==> config.mk <==
export PLATFORM = sky130hd
export DESIGN_NAME = ioctl_rom_packer
export DESIGN_NICKNAME = d
export VERILOG_FILES = /design/src/rtl/ioctl_rom_packer.sv
export SDC_FILE = /design/constraint.sdc
export NUM_CORES = 1
export LEC_CHECK = 0
export CORE_AREA = 8 8 183 185
export CTS_BUF_LIST = sky130_fd_sc_hd__clkbuf_16
export DETAILED_ROUTE_END_ITERATION = 10
export DIE_AREA = 0 0 191 193
export PLACE_DENSITY = 0.76
export SLEW_MARGIN = 20
export SYNTH_ARGS = -nofsm -noshare
export SYNTH_HDL_FRONTEND = slang
export SYNTH_SLANG_ARGS = --single-unit
==> constraint.sdc <==
create_clock -name clk_sys -period 3.5 [get_ports clk_sys]
set_input_delay 1.05 -clock clk_sys [delete_from_list [all_inputs] [get_ports clk_sys]]
set_output_delay 1.05 -clock clk_sys [all_outputs]
set_load 0.02 [all_outputs]
==> src/rtl/ioctl_rom_packer.sv <==
// Packs the ioctl download byte stream into 16-bit words with byte strobes and
// writes them through a small FIFO to the program or graphics SDRAM port.
module ioctl_rom_packer #(
  parameter logic [24:0] GFX_BASE   = 25'h10000,
  parameter int          FIFO_DEPTH = 4
) (
  input  logic        clk_sys,
  input  logic        res_n_i,
  input  logic        ioctl_download,
  input  logic        ioctl_wr,
  input  logic [24:0] ioctl_addr,
  input  logic [7:0]  ioctl_dout,
  output logic        prg_req,
  input  logic        prg_ack,
  output logic [22:0] prg_a,
  output logic [15:0] prg_d,
  output logic [1:0]  prg_ds,
  output logic        gfx_req,
  input  logic        gfx_ack,
  output logic [22:0] gfx_a,
  output logic [15:0] gfx_d,
  output logic [1:0]  gfx_ds,
  output logic        rom_loaded,
  output logic        busy,
  output logic        overflow
);
  localparam int AW = $clog2(FIFO_DEPTH);
  localparam logic [AW:0] FULL_CNT = (AW+1)'(FIFO_DEPTH);

  // SDRAM handshake: a write is requested by toggling req once; it is complete
  // when the port's ack equals its req. Only one write is outstanding at a time.
  typedef enum logic [1:0] {S_IDLE, S_ISSUE, S_WAIT} state_t;

  logic        wr_q, dl_q, wr_edge, dl_rise, dl_fall;
  logic        in_v, retry_v, pend_v, done_once;
  logic [7:0]  in_d, retry_d, pend_d, src_d;
  logic [24:0] in_a, retry_a, pend_a, src_a;
  logic        src_v;

  logic        push, pend_load, pend_clr, retry_load;
  logic [24:0] push_byte_a, word_base;
  logic [15:0] push_d;
  logic [1:0]  push_ds;
  logic        push_gfx;
  logic        unused_bits;

  logic [41:0]   mem [FIFO_DEPTH];
  logic [AW-1:0] wptr, rptr;
  logic [AW:0]   count;
  logic          empty, full, pop, do_push, drop;
  logic [41:0]   head;

  state_t state, state_nxt;
  logic   cur_gfx, cur_done, issue;

  assign wr_edge = ioctl_wr & ~wr_q & ioctl_download & ~ioctl_addr[24];
  assign dl_rise = ioctl_download & ~dl_q;
  assign dl_fall = ~ioctl_download & dl_q;

  // A byte deferred by a flush is served before the next captured byte.
  assign src_v = retry_v | in_v;
  assign src_d = retry_v ? retry_d : in_d;
  assign src_a = retry_v ? retry_a : in_a;

  always_comb begin
    push        = 1'b0;
    push_byte_a = src_a;
    push_d      = 16'h0000;
    push_ds     = 2'b00;
    pend_load   = 1'b0;
    pend_clr    = 1'b0;
    retry_load  = 1'b0;
    if (src_v) begin
      if (src_a[0] && pend_v && (src_a == pend_a + 25'd1)) begin
        push        = 1'b1;
        push_byte_a = pend_a;
        push_d      = {src_d, pend_d};
        push_ds     = 2'b11;
        pend_clr    = 1'b1;
      end else if (pend_v) begin
        push        = 1'b1;
        push_byte_a = pend_a;
        push_d      = {8'h00, pend_d};
        push_ds     = 2'b01;
        pend_clr    = 1'b1;
        retry_load  = 1'b1;
      end else if (src_a[0]) begin
        push    = 1'b1;
        push_d  = {src_d, 8'h00};
        push_ds = 2'b10;
      end else begin
        pend_load = 1'b1;
      end
    end else if (pend_v && !ioctl_download) begin
      push        = 1'b1;
      push_byte_a = pend_a;
      push_d      = {8'h00, pend_d};
      push_ds     = 2'b01;
      pend_clr    = 1'b1;
    end
  end

  assign push_gfx    = (push_byte_a >= GFX_BASE);
  assign word_base   = push_gfx ? (push_byte_a - GFX_BASE) : push_byte_a;
  assign unused_bits = ^{word_base[24], word_base[0]};

  always_ff @(posedge clk_sys or negedge res_n_i) begin
    if (!res_n_i) begin
      wr_q      <= 1'b0;
      dl_q      <= 1'b0;
      in_v      <= 1'b0;
      in_d      <= 8'h00;
      in_a      <= 25'd0;
      retry_v   <= 1'b0;
      retry_d   <= 8'h00;
      retry_a   <= 25'd0;
      pend_v    <= 1'b0;
      pend_d    <= 8'h00;
      pend_a    <= 25'd0;
      done_once <= 1'b0;
    end else begin
      wr_q    <= ioctl_wr;
      dl_q    <= ioctl_download;
      in_v    <= wr_edge;
      retry_v <= retry_load;
      if (wr_edge) begin
        in_d <= ioctl_dout;
        in_a <= ioctl_addr;
      end
      if (retry_load) begin
        retry_d <= src_d;
        retry_a <= src_a;
      end
      if (pend_load) begin
        pend_v <= 1'b1;
        pend_d <= src_d;
        pend_a <= src_a;
      end else if (pend_clr) begin
        pend_v <= 1'b0;
      end
      if (dl_fall) done_once <= 1'b1;
    end
  end

  // FIFO: a push into a full FIFO only succeeds when the head leaves in the same cycle.
  assign empty   = (count == '0);
  assign full    = (count == FULL_CNT);
  assign do_push = push & (~full | pop);
  assign drop    = push & full & ~pop;
  assign head    = mem[rptr];

  always_ff @(posedge clk_sys) begin
    if (do_push) mem[wptr] <= {push_gfx, word_base[23:1], push_d, push_ds};
  end

  always_ff @(posedge clk_sys or negedge res_n_i) begin
    if (!res_n_i) begin
      wptr  <= '0;
      rptr  <= '0;
      count <= '0;
    end else begin
      if (do_push) wptr <= wptr + AW'(1);
      if (pop)     rptr <= rptr + AW'(1);
      case ({do_push, pop})
        2'b10:   count <= count + (AW+1)'(1);
        2'b01:   count <= count - (AW+1)'(1);
        default: count <= count;
      endcase
    end
  end

  assign cur_done = cur_gfx ? (gfx_ack == gfx_req) : (prg_ack == prg_req);

  always_ff @(posedge clk_sys or negedge res_n_i) begin
    if (!res_n_i) state <= S_IDLE;
    else          state <= state_nxt;
  end

  always_comb begin
    state_nxt = state;
    case (state)
      S_IDLE:  if (!empty) state_nxt = S_ISSUE;
      S_ISSUE: state_nxt = S_WAIT;
      S_WAIT:  if (cur_done) state_nxt = empty ? S_IDLE : S_ISSUE;
      default: state_nxt = S_IDLE;
    endcase
  end

  always_comb begin
    pop   = 1'b0;
    issue = 1'b0;
    case (state)
      S_IDLE:  pop   = ~empty;
      S_ISSUE: issue = 1'b1;
      S_WAIT:  pop   = cur_done & ~empty;
      default: ;
    endcase
  end

  always_ff @(posedge clk_sys or negedge res_n_i) begin
    if (!res_n_i) begin
      cur_gfx    <= 1'b0;
      prg_req    <= 1'b0;
      prg_a      <= 23'd0;
      prg_d      <= 16'h0000;
      prg_ds     <= 2'b00;
      gfx_req    <= 1'b0;
      gfx_a      <= 23'd0;
      gfx_d      <= 16'h0000;
      gfx_ds     <= 2'b00;
      rom_loaded <= 1'b0;
      overflow   <= 1'b0;
    end else begin
      if (pop) begin
        cur_gfx <= head[41];
        if (head[41]) begin
          gfx_a  <= head[40:18];
          gfx_d  <= head[17:2];
          gfx_ds <= head[1:0];
        end else begin
          prg_a  <= head[40:18];
          prg_d  <= head[17:2];
          prg_ds <= head[1:0];
        end
      end
      if (issue) begin
        if (cur_gfx) gfx_req <= ~gfx_req;
        else         prg_req <= ~prg_req;
      end
      if (dl_rise) rom_loaded <= 1'b0;
      else if (done_once && !ioctl_download && !in_v && !retry_v && !pend_v &&
               empty && (state == S_IDLE))
        rom_loaded <= 1'b1;
      if (drop)         overflow <= 1'b1;
      else if (dl_rise) overflow <= 1'b0;
    end
  end

  assign busy = res_n_i & (ioctl_download | in_v | retry_v | pend_v | ~empty |
                           (state != S_IDLE));
endmodule

# [Word-level counts from Yosys, hierarchy flattened]
# Memories as Yosys holds them, arrays and structs flattened.
# Cells that the tools add are included.
[op_classes] n_eq_ne=10 reduce_logical=25 bitwise_logic=28 add_sub_neg=6 order_cmp=1 muxes=47
[op_table] operator="25-bit two-way mux" n=5
[op_table] operator="16-bit two-way mux" n=4
[op_table] operator="1-bit two-way mux" n=26
[op_table] operator="25-bit by 1-bit adder with 25-bit output, second input constant" n=1
[op_table] operator="25-bit equality test" n=1
[op_table] operator="25-bit by 17-bit >= comparator with 1-bit output, second input constant" n=1
[op_table] operator="24-bit two-way mux" n=1
[op_table] operator="24-bit by 17-bit subtractor with 24-bit output, second input constant" n=1
[op_table] operator="8-bit two-way mux" n=2
[op_table] operator="2-bit two-way mux" n=6
[op_table] operator="1-bit NOT" n=11
[op_table] operator="1-bit AND" n=10
[op_table] operator="2-bit AND reduction" n=5
[op_table] operator="2-bit nonzero test" n=5
[op_table] operator="1-bit logical AND" n=9
[op_table] operator="1-bit OR" n=7
[op_table] operator="2-bit case mux with 3 select lines" n=1
[op_table] operator="3-bit case mux with 2 select lines" n=1
[op_table] operator="2-bit by 1-bit adder with 2-bit output, second input constant" n=2
[op_table] operator="2-bit by 1-bit equality test with 1-bit output, second input constant" n=2
[op_table] operator="2-bit equality test, second input constant" n=2
[op_table] operator="1-bit zero test" n=4
[op_table] operator="2-bit inequality test, second input constant" n=2
[op_table] operator="3-bit by 1-bit adder with 3-bit output, second input constant" n=1
[op_table] operator="6 further kinds" n=7
[word_totals] regBits=201 memories=1 input_bits=39 output_inout_bits=87 mem_bits_rw=168 word_cells=145
[memory_table] memory="mem" words=4 word_bits=42 rd=1 rd_clocked_by_memory_dff=0 write_ports=1 line="47" source="logic [41:0] mem [FIFO_DEPTH];"

# [Depth between registers and ports, before layout]
[logic_depth] depth_word=9 ltp_mapped=15 ltp_nobuf=11

# [Worst setup path after synthesis]
# No wires, ideal clock.
[synth_path] path_type="input -> register" from="input port ioctl_download" to="memory mem[0][0] (enable)" required_ps=3097 cell_stages=7 setup_slack_ps=-199 path_buffers=2 arrival_time_ps=3296 setup_time_ps=403 path_cell_list="or3b_2 clkbuf_1 nand2_1 buf_2 and2_1 nor2_1 and2_1"
[synth_between] elab_chain_len=7
[synth_rtl] item="start: declaration" line="9" source="input logic ioctl_download,"
[synth_rtl] item="1-bit zero test" line="94" source="end else if (pend_v && !ioctl_download) begin"
[synth_rtl] item="1-bit logical AND" line="94"
[synth_rtl] item="1-bit two-way mux" line="94"
[synth_rtl] item="1-bit two-way mux" line="73" source="if (src_v) begin"
[synth_rtl] item="1-bit AND" line="148" source="assign do_push = push & (~full | pop);"
[synth_rtl] item="1-bit two-way mux" line="153" source="if (do_push) mem[wptr] <= {push_gfx, word_base[23:1], push_d, push_ds};"
[synth_rtl] item="1-bit two-way mux (implied by the code)" line="153"
[synth_rtl] item="end: declaration" line="47"
# Every way passes these cells.

# [Final worst setup path]
[layout_path] from="input port ioctl_download" to="memory mem[3][37], data pin"
[layout_between] elab_chain_len=6 word_cells_on_any_way=7 cone_classes="1 x add/sub; 1 x order compare; 3 x mux; 2 x reduce/logical"
[layout_rtl] item="1-bit zero test (*)" line="94"
[layout_rtl] item="1-bit logical AND (*)" line="94"
[layout_rtl] item="25-bit two-way mux (*)" line="94"
[layout_rtl] item="25-bit two-way mux (*)" line="73"
[layout_rtl] item="24-bit by 17-bit subtractor with 24-bit output / 25-bit by 17-bit >= comparator with 1-bit output (equally long branches)" line="104, 103"
[layout_rtl] item="24-bit two-way mux (*)" line="104" source="assign word_base = push_gfx ? (push_byte_a - GFX_BASE) : push_byte_a;"
[layout_rtl] item="via word_base[20]" line="41" source="logic [24:0] push_byte_a, word_base;"
# Mark *: on every way through the listed nets, which the timed path passes. The rest lies on a longest branch.

==> results.sh <==
export IMPL_floorplan_initialDensity=0.516
export IMPL_finish_utilization=0.646
export IMPL_core_rowCount=65
export IMPL_power_per_cell_area_nw_per_um2=821
export IMPL_routed_wirelength_um=35100
export IMPL_finalNetCount=1332
export IMPL_critical_path_endpoint_type="flip-flop"
export IMPL_tritoncts="yes"
export IMPL_synth_area_um2=15900
export IMPL_worstHoldPathType="reg -> reg"
export IMPL_dominantRegCellSynth="dfrtp_1"
export IMPL_clock_latency_at_the_later_pin_of_the_worst_skew_pair_ns=0.53
export IMPL_cts_root_buf="clkbuf_16"
export IMPL_fp_dieH_um=193
export IMPL_firstDrtPassIters=5
export IMPL_vias=9624
export IMPL_setup_viol=0
export IMPL_max_cap_violations=0
export IMPL_gp_congestion=0.873
export IMPL_post_detailed_route_drc_marker_count=0
export IMPL_clock_skew_final_ns=0.0163
export IMPL_synth_net_count=1107
export IMPL_critical_path_peak_fanout=4
export IMPL_most_common_cell_after_layout_fill_and_taps_aside="dfrtp_1"
export IMPL_floorplan_die_area_um2=36900
export IMPL_postSynthCellCount=1060
export IMPL_required_time_of_the_worst_setup_path_ns=3.76
export IMPL_period_minus_slack_ns=3.40
export IMPL_cts_root_to_sink_buffers=3
export IMPL_synth_ff_latch_count=369
export IMPL_async_reset_ff_frac=0.545
export IMPL_die_w_um=191
export IMPL_worst_slew_pin_slew_ns=0.807
export IMPL_grt_first_pass_wirelength_um=55700
export IMPL_layout_drive_gt1_share=0.307
export IMPL_final_cells=1717
export IMPL_layout_worst_path_cycle_share=0.971
export IMPL_grt_antenna_before_repair=0
export IMPL_outcome="finished clean"
export IMPL_seq_area_frac_synth=0.633
export IMPL_cp_arrival_ns=3.65
export IMPL_synth_lib_cells_used_distinct=66
export IMPL_timing_max_transition_violations_final=0
export IMPL_coreArea_um2=30800
export IMPL_grt_max_degree=150
export IMPL_detailedRoute_firstIterationViolations=679
export IMPL_synth_enable_flop_cells=168
export IMPL_vdd_drop_max_mv=0.364
export IMPL_yosysWarningCount=0
export IMPL_tritoncts_buffers=38
export IMPL_portBuffers=125
export IMPL_cts_htree_levels=2
export IMPL_hpwlAfterDp_um=24200
export IMPL_most_common_layout_cells="dfrtp_1, edfxtp_1, mux2_2, clkdlybuf4s50_1, buf_4"
export IMPL_overflow=0
export IMPL_leakage_nw=7.76
export IMPL_max_clock_freq_mhz=294
export IMPL_crit_path_start_kind="primary input"
export IMPL_total_power_mw=16.3
export IMPL_worst_setup_hold_path_clk_slew_ns=0.06
export IMPL_antenna_cell_count=0
export IMPL_globalRouteTotalUtil=0.191
export IMPL_grt_pass1_vias=10005
export IMPL_dp_cells=1642
export IMPL_detail_route_vias_per_cell=5.61
export IMPL_wl_per_cell_um=20.4
export IMPL_criticalPathCategory="in -> reg"
export IMPL_detail_route_antenna_nets=0
export IMPL_top_level_ports=126
export IMPL_final_hold_violation_count=0
export IMPL_cts_sink_count=369
export IMPL_slew_limit_headroom=0.462
export IMPL_synthToLayoutAreaGrowth_pct=25.1
export IMPL_total_neg_setup_slack_ns=0
export IMPL_mean_cell_area_of_the_mapped_netlist_um2=15.0
==> sequential cells by signal, indices dropped and copies added, names as in the netlist, 3 cells and up <==
name,count
prg_d,16
mem,168
retry_d,8
in_a,25
count,3
in_d,8
prg_a,23
retry_a,25
gfx_d,16
pend_d,8
gfx_a,23
pend_a,25
==> metal layers <==
layer / part of all wire / wire [um] / global-route usage
met5: 0 / 0 / 0
met4: 0.026 / 920 / 0.0615
met3: 0.054 / 1880 / 0.0311
met2: 0.48 / 16800 / 0.309
met1: 0.44 / 15400 / 0.264
==> logic make-up after synthesis <==
logic type                 count (synthesis)  share of synthesized area
xor gates and xnor gates                  45                     0.0252
adders and majority gates                  8                    0.00676
DFF                                      369                      0.633
muxes                                    238                      0.202
AOI/OAI and AO/OA                        106                     0.0415
and+or+nand+nor                          213                     0.0694
buffers and inverters                     81                     0.0222
==> through the flow <==
| step | area, um2 | hold slack, ns | setup slack [ns] |
|---|---|---|---|
| final | 19900 | 0.471 | 0.101 |
| after global routing | 19900 | 0.509 | -0.0314 |
| after CTS | 19800 | 0.473 | 0.00154 |
| after detailed placement | 18500 | 0.460 | -0.581 |
| after global placement | 18500 | 0.441 | -0.507 |
| after floorplan | 15900 | 0.428 | 0.0405 |
==> cell usage after synthesis (5+ instances only) <==
library cell  count  area (um2)
a21oi_1          54         270
a22oi_1           7        52.6
and2_1           12        75.1
and3_1           14        87.6
buf_1             8        30.0
buf_2             5        25.0
buf_6             5        56.3
clkbuf_1         39         146
dfrtp_1         201        5030
edfxtp_1        168        5040
ha_1              7        87.6
inv_1            21        78.8
mux2_2          123        1390
mux2_4           30         450
mux2i_1          43         430
mux4_2           42         946
nand2_1          22        82.6
nand2b_1          9        56.3
nand3_1          18        90.1
nand4_1          12        75.1
nor2_1           74         278
nor2b_1           6        37.5
nor3_1           11        55.1
nor4_1           10        62.6
o21ai_0          12        60.1
or4_1             5        37.5
xnor2_1          30         263
xor2_1           14         123
==> worst max-delay path, stage by stage <==
cell and delay, ns:
clkdlybuf4s50_1 0.52, or3b_2 0.49, nand2_2 0.13, mux2_2 0.36, inv_1 0.08, ha_1 0.14
nand4b_1 0.13, o2111a_2 0.31, nand2b_4 0.18, a21oi_4 0.16, xnor2_2 0.12
==> final timing paths <==
path | startpoint | endpoint | slack, ns | depth (start not counted)
worst max-delay path | ioctl_download | mem[3][37] | 0.10 | 11
worst min-delay path | done_once | done_once | 0.47 | 1
worst max register to register | retry_v | retry_d[4] | 0.11 | 11
worst min register to register | done_once | done_once | 0.47 | 1
max in group asynchronous | res_n_i | rptr[0] | 1.60 | 3
min in group asynchronous | res_n_i | wr_q | 0.67 | 2
==> power breakdown <==
part           internal [mW]  total [mW]  leakage, nW  switching (mW)
registers               5.57        6.24         3.96           0.670
clock network           2.40        4.04        0.654            1.64
logic                   3.12        6.05         3.14            2.93
total                   11.1        16.3         7.76            5.24
==> area by class of cell <==
type                       instances  area, um2
timing repair buffer             245       2350
inverter                          21       78.8
multi-input combinational        610       5630
sequential                       369      10100
clock buffer                      39        976
tap                              402        503
fill                            2211      10900
clock inverter                    31        279
==> repair_timing <==
action | 4_1_cts | 5_1_grt
gates resized for setup | 8 | 15
hold buffers | 0 | 0
endpoints found under the setup margin | 45 | 86
setup buffers | 0 | 5
pin swaps | 0 | 4
Power figures use the tool's default switching activity.
